## src/rtl/gate_phase_stream_if.sv

```systemverilog
// Amplitude stream bundle: input side (valid/ready/re/im) and output side
// (valid/ready/re/im/last) of the phase-gate datapath.
interface gate_phase_stream_if #(
  parameter int DW = 16
);
  logic                 in_valid;
  logic                 in_ready;
  logic signed [DW-1:0] in_re;
  logic signed [DW-1:0] in_im;
  logic                 out_valid;
  logic                 out_ready;
  logic signed [DW-1:0] out_re;
  logic signed [DW-1:0] out_im;
  logic                 out_last;

  // the gate itself: consumes input stream, produces output stream
  modport slave (
    input  in_valid, in_re, in_im, out_ready,
    output in_ready, out_valid, out_re, out_im, out_last
  );

  // producer/consumer around the gate
  modport master (
    output in_valid, in_re, in_im, out_ready,
    input  in_ready, out_valid, out_re, out_im, out_last
  );
endinterface

```

## src/rtl/gate_phase_stream.sv

```systemverilog
// Streaming (controlled-)phase gate. Consumes the 2**NQ amplitudes of one
// state vector in index order and multiplies the selected ones by
// cos + i*sin (Q1.FRAC), with round-half-up and saturation. Three-stage
// pipeline that freezes as a whole while the output is stalled.
module gate_phase_stream #(
  parameter int DW   = 16,
  parameter int FRAC = 15,
  parameter int NQ   = 4,
  localparam int TW  = (NQ > 1) ? $clog2(NQ) : 1
) (
  input  logic                 clk,
  input  logic                 rst,
  input  logic                 start,
  input  logic signed [DW-1:0] cos_theta,
  input  logic signed [DW-1:0] sin_theta,
  input  logic [TW-1:0]        target,
  input  logic [NQ-1:0]        ctrl_mask,
  gate_phase_stream_if.slave   s,
  output logic                 busy,
  output logic                 done
);
  localparam int N      = 2**NQ;
  localparam int STAGES = 3;
  localparam int PW     = 2*DW + 1;
  localparam logic signed [PW-1:0] SMAX = {{(PW-DW+1){1'b0}}, {(DW-1){1'b1}}};
  localparam logic signed [PW-1:0] SMIN = ~SMAX;
  localparam logic signed [PW-1:0] RND  = (FRAC > 0) ? (PW'(1) << (FRAC-1)) : '0;

  typedef enum logic [1:0] {IDLE, RUN, DONE} state_t;

  // one amplitude travelling through S1/S2, with its rotate/last tags
  typedef struct packed {
    logic                 rot;
    logic                 last;
    logic signed [DW-1:0] re;
    logic signed [DW-1:0] im;
  } amp_t;

  state_t                 state;
  logic [NQ:0]            in_idx, out_idx;
  logic signed [DW-1:0]   cos_q, sin_q;
  logic [TW-1:0]          tgt_q;
  logic [NQ-1:0]          mask_q;
  logic [STAGES:1]        vld_pipe;
  amp_t                   s1, s2;
  logic signed [2*DW-1:0] p_rc, p_is, p_rs, p_ic;
  logic signed [DW-1:0]   ore, oim;
  logic                   olast;
  logic                   stall, in_rdy, in_fire, out_fire, rot_in;
  logic [NQ-1:0]          idx_lo;
  logic signed [PW-1:0]   sum_re, sum_im, sh_re, sh_im;

  function automatic logic signed [DW-1:0] sat(input logic signed [PW-1:0] v);
    if (v > SMAX)      return SMAX[DW-1:0];
    else if (v < SMIN) return SMIN[DW-1:0];
    else               return v[DW-1:0];
  endfunction

  assign stall    = vld_pipe[STAGES] && !s.out_ready;
  assign in_rdy   = (state == RUN) && !in_idx[NQ] && !stall;
  assign in_fire  = s.in_valid && in_rdy;
  assign out_fire = vld_pipe[STAGES] && s.out_ready;

  // selection uses the index of the amplitude being accepted
  assign idx_lo = in_idx[NQ-1:0];
  assign rot_in = |(idx_lo & (NQ'(1) << tgt_q)) && ((idx_lo & mask_q) == mask_q);

  // S3 combine: sums are one bit wider than products so they never wrap
  assign sum_re = PW'(p_rc) - PW'(p_is) + RND;
  assign sum_im = PW'(p_rs) + PW'(p_ic) + RND;
  assign sh_re  = sum_re >>> FRAC;
  assign sh_im  = sum_im >>> FRAC;

  assign s.in_ready  = in_rdy;
  assign s.out_valid = vld_pipe[STAGES];
  assign s.out_re    = ore;
  assign s.out_im    = oim;
  assign s.out_last  = olast;

  // vector sequencing, coefficient latch, counters, busy/done
  always_ff @(posedge clk or posedge rst) begin
    if (rst) begin
      state   <= IDLE;
      in_idx  <= '0;
      out_idx <= '0;
      cos_q   <= '0;
      sin_q   <= '0;
      tgt_q   <= '0;
      mask_q  <= '0;
      busy    <= 1'b0;
      done    <= 1'b0;
    end else begin
      done <= 1'b0;
      case (state)
        IDLE: if (start) begin
          cos_q   <= cos_theta;
          sin_q   <= sin_theta;
          tgt_q   <= target;
          mask_q  <= ctrl_mask;
          in_idx  <= '0;
          out_idx <= '0;
          busy    <= 1'b1;
          state   <= RUN;
        end
        RUN: begin
          if (in_fire) in_idx <= in_idx + 1'b1;
          if (out_fire) begin
            out_idx <= out_idx + 1'b1;
            if (out_idx == (NQ+1)'(N-1)) begin
              busy  <= 1'b0;
              done  <= 1'b1;
              state <= DONE;
            end
          end
        end
        DONE:    state <= IDLE;
        default: state <= IDLE;
      endcase
    end
  end

  // datapath: all stages advance together unless the output is stalled
  always_ff @(posedge clk or posedge rst) begin
    if (rst) begin
      vld_pipe <= '0;
      s1       <= '0;
      s2       <= '0;
      p_rc     <= '0;
      p_is     <= '0;
      p_rs     <= '0;
      p_ic     <= '0;
      ore      <= '0;
      oim      <= '0;
      olast    <= 1'b0;
    end else if (!stall) begin
      vld_pipe <= {vld_pipe[STAGES-1:1], in_fire};
      s1.rot   <= rot_in;
      s1.last  <= (idx_lo == {NQ{1'b1}});
      s1.re    <= s.in_re;
      s1.im    <= s.in_im;
      s2       <= s1;
      p_rc     <= $signed(s1.re) * cos_q;
      p_is     <= $signed(s1.im) * sin_q;
      p_rs     <= $signed(s1.re) * sin_q;
      p_ic     <= $signed(s1.im) * cos_q;
      olast    <= vld_pipe[2] && s2.last;
      if (vld_pipe[2]) begin
        ore <= s2.rot ? sat(sh_re) : s2.re;
        oim <= s2.rot ? sat(sh_im) : s2.im;
      end
    end
  end
endmodule
```

## src/flat_wrapper.sv

```systemverilog
// flat-port wrapper written by rule: the top's interface ports become plain ports
module gate_phase_stream_flat 
#(
  parameter int DW   = 16,
  parameter int FRAC = 15,
  parameter int NQ   = 4,
  localparam int TW  = (NQ > 1) ? $clog2(NQ) : 1
)
  (clk, rst, start, cos_theta, sin_theta, target, ctrl_mask, busy, done, s_in_valid, s_in_re, s_in_im, s_out_ready, s_in_ready, s_out_valid, s_out_re, s_out_im, s_out_last);
  gate_phase_stream_if #(.DW(DW)) s_i ();
  input  logic clk;
  input  logic rst;
  input  logic start;
  input  logic signed [DW-1:0] cos_theta;
  input  logic signed [DW-1:0] sin_theta;
  input  logic [TW-1:0] target;
  input  logic [NQ-1:0] ctrl_mask;
  output logic busy;
  output logic done;
  input wire logic [$bits(s_i.in_valid)-1:0] s_in_valid;
  input wire logic [$bits(s_i.in_re)-1:0] s_in_re;
  input wire logic [$bits(s_i.in_im)-1:0] s_in_im;
  input wire logic [$bits(s_i.out_ready)-1:0] s_out_ready;
  output wire logic [$bits(s_i.in_ready)-1:0] s_in_ready;
  output wire logic [$bits(s_i.out_valid)-1:0] s_out_valid;
  output wire logic [$bits(s_i.out_re)-1:0] s_out_re;
  output wire logic [$bits(s_i.out_im)-1:0] s_out_im;
  output wire logic [$bits(s_i.out_last)-1:0] s_out_last;
  assign s_i.in_valid = s_in_valid;
  assign s_i.in_re = s_in_re;
  assign s_i.in_im = s_in_im;
  assign s_i.out_ready = s_out_ready;
  assign s_in_ready = s_i.in_ready;
  assign s_out_valid = s_i.out_valid;
  assign s_out_re = s_i.out_re;
  assign s_out_im = s_i.out_im;
  assign s_out_last = s_i.out_last;
  gate_phase_stream #(.DW(DW), .FRAC(FRAC), .NQ(NQ)) u_core (.clk(clk), .rst(rst), .start(start), .cos_theta(cos_theta), .sin_theta(sin_theta), .target(target), .ctrl_mask(ctrl_mask), .s(s_i), .busy(busy), .done(done));
endmodule
```

## config.mk

```make
export PLATFORM = sky130hd
export DESIGN_NAME = gate_phase_stream_flat
export DESIGN_NICKNAME = d
export VERILOG_FILES = /design/src/rtl/gate_phase_stream_if.sv /design/src/rtl/gate_phase_stream.sv /design/src/flat_wrapper.sv
export SDC_FILE = /design/constraint.sdc
export NUM_CORES = 2
export LEC_CHECK = 0
export CORE_AREA = 10 10 337 339
export DETAILED_ROUTE_END_ITERATION = 6
export DIE_AREA = 0 0 347 349
export HOLD_SLACK_MARGIN = 0.06
export PLACE_DENSITY = 0.69
export SETUP_SLACK_MARGIN = 0.05
export SLEW_MARGIN = 20
export SYNTH_ARGS = -nofsm -noshare
export SYNTH_HDL_FRONTEND = slang
export SYNTH_SLANG_ARGS = --single-unit
```

## constraint.sdc

```tcl
create_clock -name clk -period 25.5 [get_ports clk]
set_input_delay 3.825 -clock clk [delete_from_list [all_inputs] [get_ports clk]]
set_output_delay 3.825 -clock clk [all_outputs]
set_load 0.02 [all_outputs]
```

==> results.md <==
- Worst rel slew slack: a little under a third
- H-tree Lvls: 2
- DR iter-0 viols: approximately 2500
- Slew @ Worst Pin: 1030 ps
- Vias: between 30000 and 40000
- Fillers: about 9700
- Routability cong.: about 0.90
- Total negative slack: 0 ps
- Req. time, crit path: between 20000 and 25000 ps
- Ports: approximately 110
- WS Path Type: in2out
- Setup violators final: 0
- Ranking of synthesized cells by area: fa_1 (40%), dfrtp_1 (13%), ha_1 (11%), inv_1 (8.5%), nand2_1 (6.1%)
- Netlist cell types: 80
- Root buf cell: clkbuf_16
- Most frequent CP cell: clkdlybuf4s50_1
- R2r endpoint: u_core.p_ic[30]$_DFFE_PP0N_
- Final WL: ~140000 um
- Yosys top cell area share: 39.6%
- DR vias/cell: around 5.4
- Post-DP Area: roughly 0.056 mm^2
- Crit path cell chain: clkdlybuf4s50_1 -> nand2b_4 -> nand2_1 -> nor2_1 -> clkdlybuf4s50_1
- Hold-fix buffers, CTS: 0
- Top_reg_cell synth: dfrtp_1
- Vias in the first global route: 40800
- Min Tclk post-route: 9470 ps
- Setup crit end kind: output port
- Mapped cell area: around 0.053 mm^2
- CP startpoint: s_out_ready
- Syn_area_per_cell: ~9.2 um^2
- Global-route wire length before repair: between 200000 and 250000 um
- Fmax: approximately 110 MHz
- Worst skew pair latency: a little over 600 ps
- Hpwl dp: 103000 um
- Router iterations before antenna repair: 7
- Antenna violations before repair: 3
- Die height: about 350 um
- Die X: 347 um
- DR DRC count: 0
- CP peak stage delay: between 600 and 700 ps
- Buffers & Inverters on Critical Path: 2
- Fin crit share: 37.1%
- Slew Viols, Final: 0
- Reg2reg path depth: 23
- Worst Slack Setup Final: about 16000 ps
- Post-Syn Nets: between 7000 and 8000
- HP Class: reg2reg
- Max-cap violations: 0
- Die ar.: 0.121 mm^2
- Family with the most delay on the worst path: buffers and inverters
- Post-CTS sizing: 0
- Place WS: between 15000 and 20000 ps
- Routed len/inst: 19.1 um
- I/O Buffers: 111
- WP data arrival: between 5000 and 6000 ps
- Share of cells above drive strength 1: between 3 and 4%
- Layout area overhead: 7.37%
- YS warnings: 0
- Final Util: 53.4%
- HP Start: u_core.s2[14]$_DFFE_PP0N_
- R2R Setup Slk: around 18000 ps
- Hold Path Stages: 2
- Deepest clock path buffer count: 3
- Worst Hold End: u_core.s2[14]$_DFFE_PP0N_
- CTS Sinks: ~280
- Unrepaired setup endpoints after global routing: no
- Post-synth EDFFs: 0
- Cts bufs inserted: 40
- Reg2reg start: u_core.s1[12]$_DFFE_PP0N_
- Core footprint: ~0.11 mm^2
- Final instance area: ~0.057 mm^2
- Area leader, netlist: fa_1
- Hold violation total from the final report: 0
- Row cnt: 120
- Setup crit start kind: input pin
- Seq/Total Area, Yosys: around 13%
- Crit Path Max Fanout: 28
- GRT Util Overall: between 20% and 30%
- Clk_skew: around 22 ps
- Slowest-stage cell, CP: clkdlybuf4s50_1
- Buffer count from post-CTS setup fixing: 0
- Clock slew at reported path FFs: ~60 ps
- Most frequent cells in the layout: inv_1 (1198), fa_1 (1048), nand2_1 (867)
- Register bit count reported by yosys: between 200 and 300
- Ys async rst share: between 90% and 100%
- CTS tree: yes
- Grt ovf: 0
- Antenna-violating nets left: 0
- Outcome: complete, no violations
- Initial Utilization: between 40% and 50%
- Largest net degree at the start of global routing: 176
- Post-Synthesis Cells: between 5000 and 6000
- Nets@finish: 7320
- Commonest non-fill, non-tap cell in the layout: inv_1
-- synth_stat cells (12+ instances only) --
cell type,n
fa_1,1048
mux2_2,36
and2_1,503
dfrtp_1,284
or3_1,24
o21bai_1,20
o21a_1,20
o31ai_1,20
o21ai_1,20
nand2_1,867
a21oi_1,191
inv_1,1199
a31oi_1,13
a21o_1,46
xor2_1,55
o21ai_0,109
nor2_1,192
ha_1,453
nand2b_1,40
a32oi_1,12
nand3_1,42
xnor2_1,112
a211oi_1,18
clkbuf_1,249
nor3_1,30
and3_1,14
-- logic make-up (layout without fill, tap and decap cells) --
group	count (synthesis)	after routing	share of synthesized area [%]
mux	39	39	0.823
compound gates	546	546	6.50
other cells	0	2	0
xor+xnor	167	167	2.76
simple gates	1777	1777	15.9
buf+inv	1462	1458	10.4
fa+ha+maj	1501	1501	50.2
flops	284	284	13.4
-- sequential cells by signal, summed over array words and instances, names as in the netlist, 3 cells and up --
| register | flops |
|---|---|
| u_core.p_rs | 32 |
| u_core.vld_pipe | 3 |
| u_core.p_rc | 32 |
| u_core.in_idx | 5 |
| u_core.cos_q | 16 |
| u_core.s2 | 34 |
| u_core.out_idx | 5 |
| u_core.p_is | 32 |
| u_core.s1 | 34 |
| u_core.p_ic | 32 |
| u_core.sin_q | 16 |
| u_core.s.out_re | 16 |
| u_core.s.out_im | 16 |
| u_core.mask_q | 4 |
-- area by class of cell --
class	count	area [um^2]	share of cell area, %
Antenna cell	2	5.00	0.00879
Clock buffer	53	1130	1.99
Clock inverter	17	270	0.475
Inverter	1202	4520	7.94
Multi-Input combinational cell	4030	40500	71.0
Sequential cell	284	7120	12.5
Tap cell	1403	1760	3.08
Timing Repair Buffer	186	1690	2.96
-- per-layer routing --
| metal | vias up | GRT usage (%) | routed length [um] |
|---|---|---|---|
| met4 | 0 | 10.5 | 7260 |
| met3 | 312 | 3.37 | 8620 |
| met5 | - | 0 | 0 |
| met2 | 1232 | 38.1 | 63900 |
| met1 | 19700 | 30.6 | 57200 |
| li1 | 17300 | - | - |
-- tightest hold or removal path, delay by kind of cell, from the launching register on --
kind	cells	cell delay [ps]
flip-flops	1	340
AND/OR/NAND/NOR	2	100
-- how the worst max path moves through the flow --
stage / endpoint / cells past startpoint / slack [ps]
after detailed placement: s_in_ready / 5 / 16020
after global routing: s_in_ready / 5 / 15900
after floorplan: u_core.busy$_DFFE_PP0P_ / 1 / 13840
after global placement: s_in_ready / 5 / 15980
final: s_in_ready / 5 / 16030
after CTS: s_in_ready / 5 / 16030
-- per-stage QoR --
| step | hold slack (ps) | instances |
|---|---|---|
| final | 463 | 7177 |
| after global routing | 487 | 7175 |
| after CTS | 462 | 7175 |
| after detailed placement | 450 | 7105 |
| after global placement | 446 | 7105 |
| after floorplan | 425 | 5776 |
Power is not shown: default switching activity piles up to over one toggle a cycle in this logic, so the estimate is an artifact.
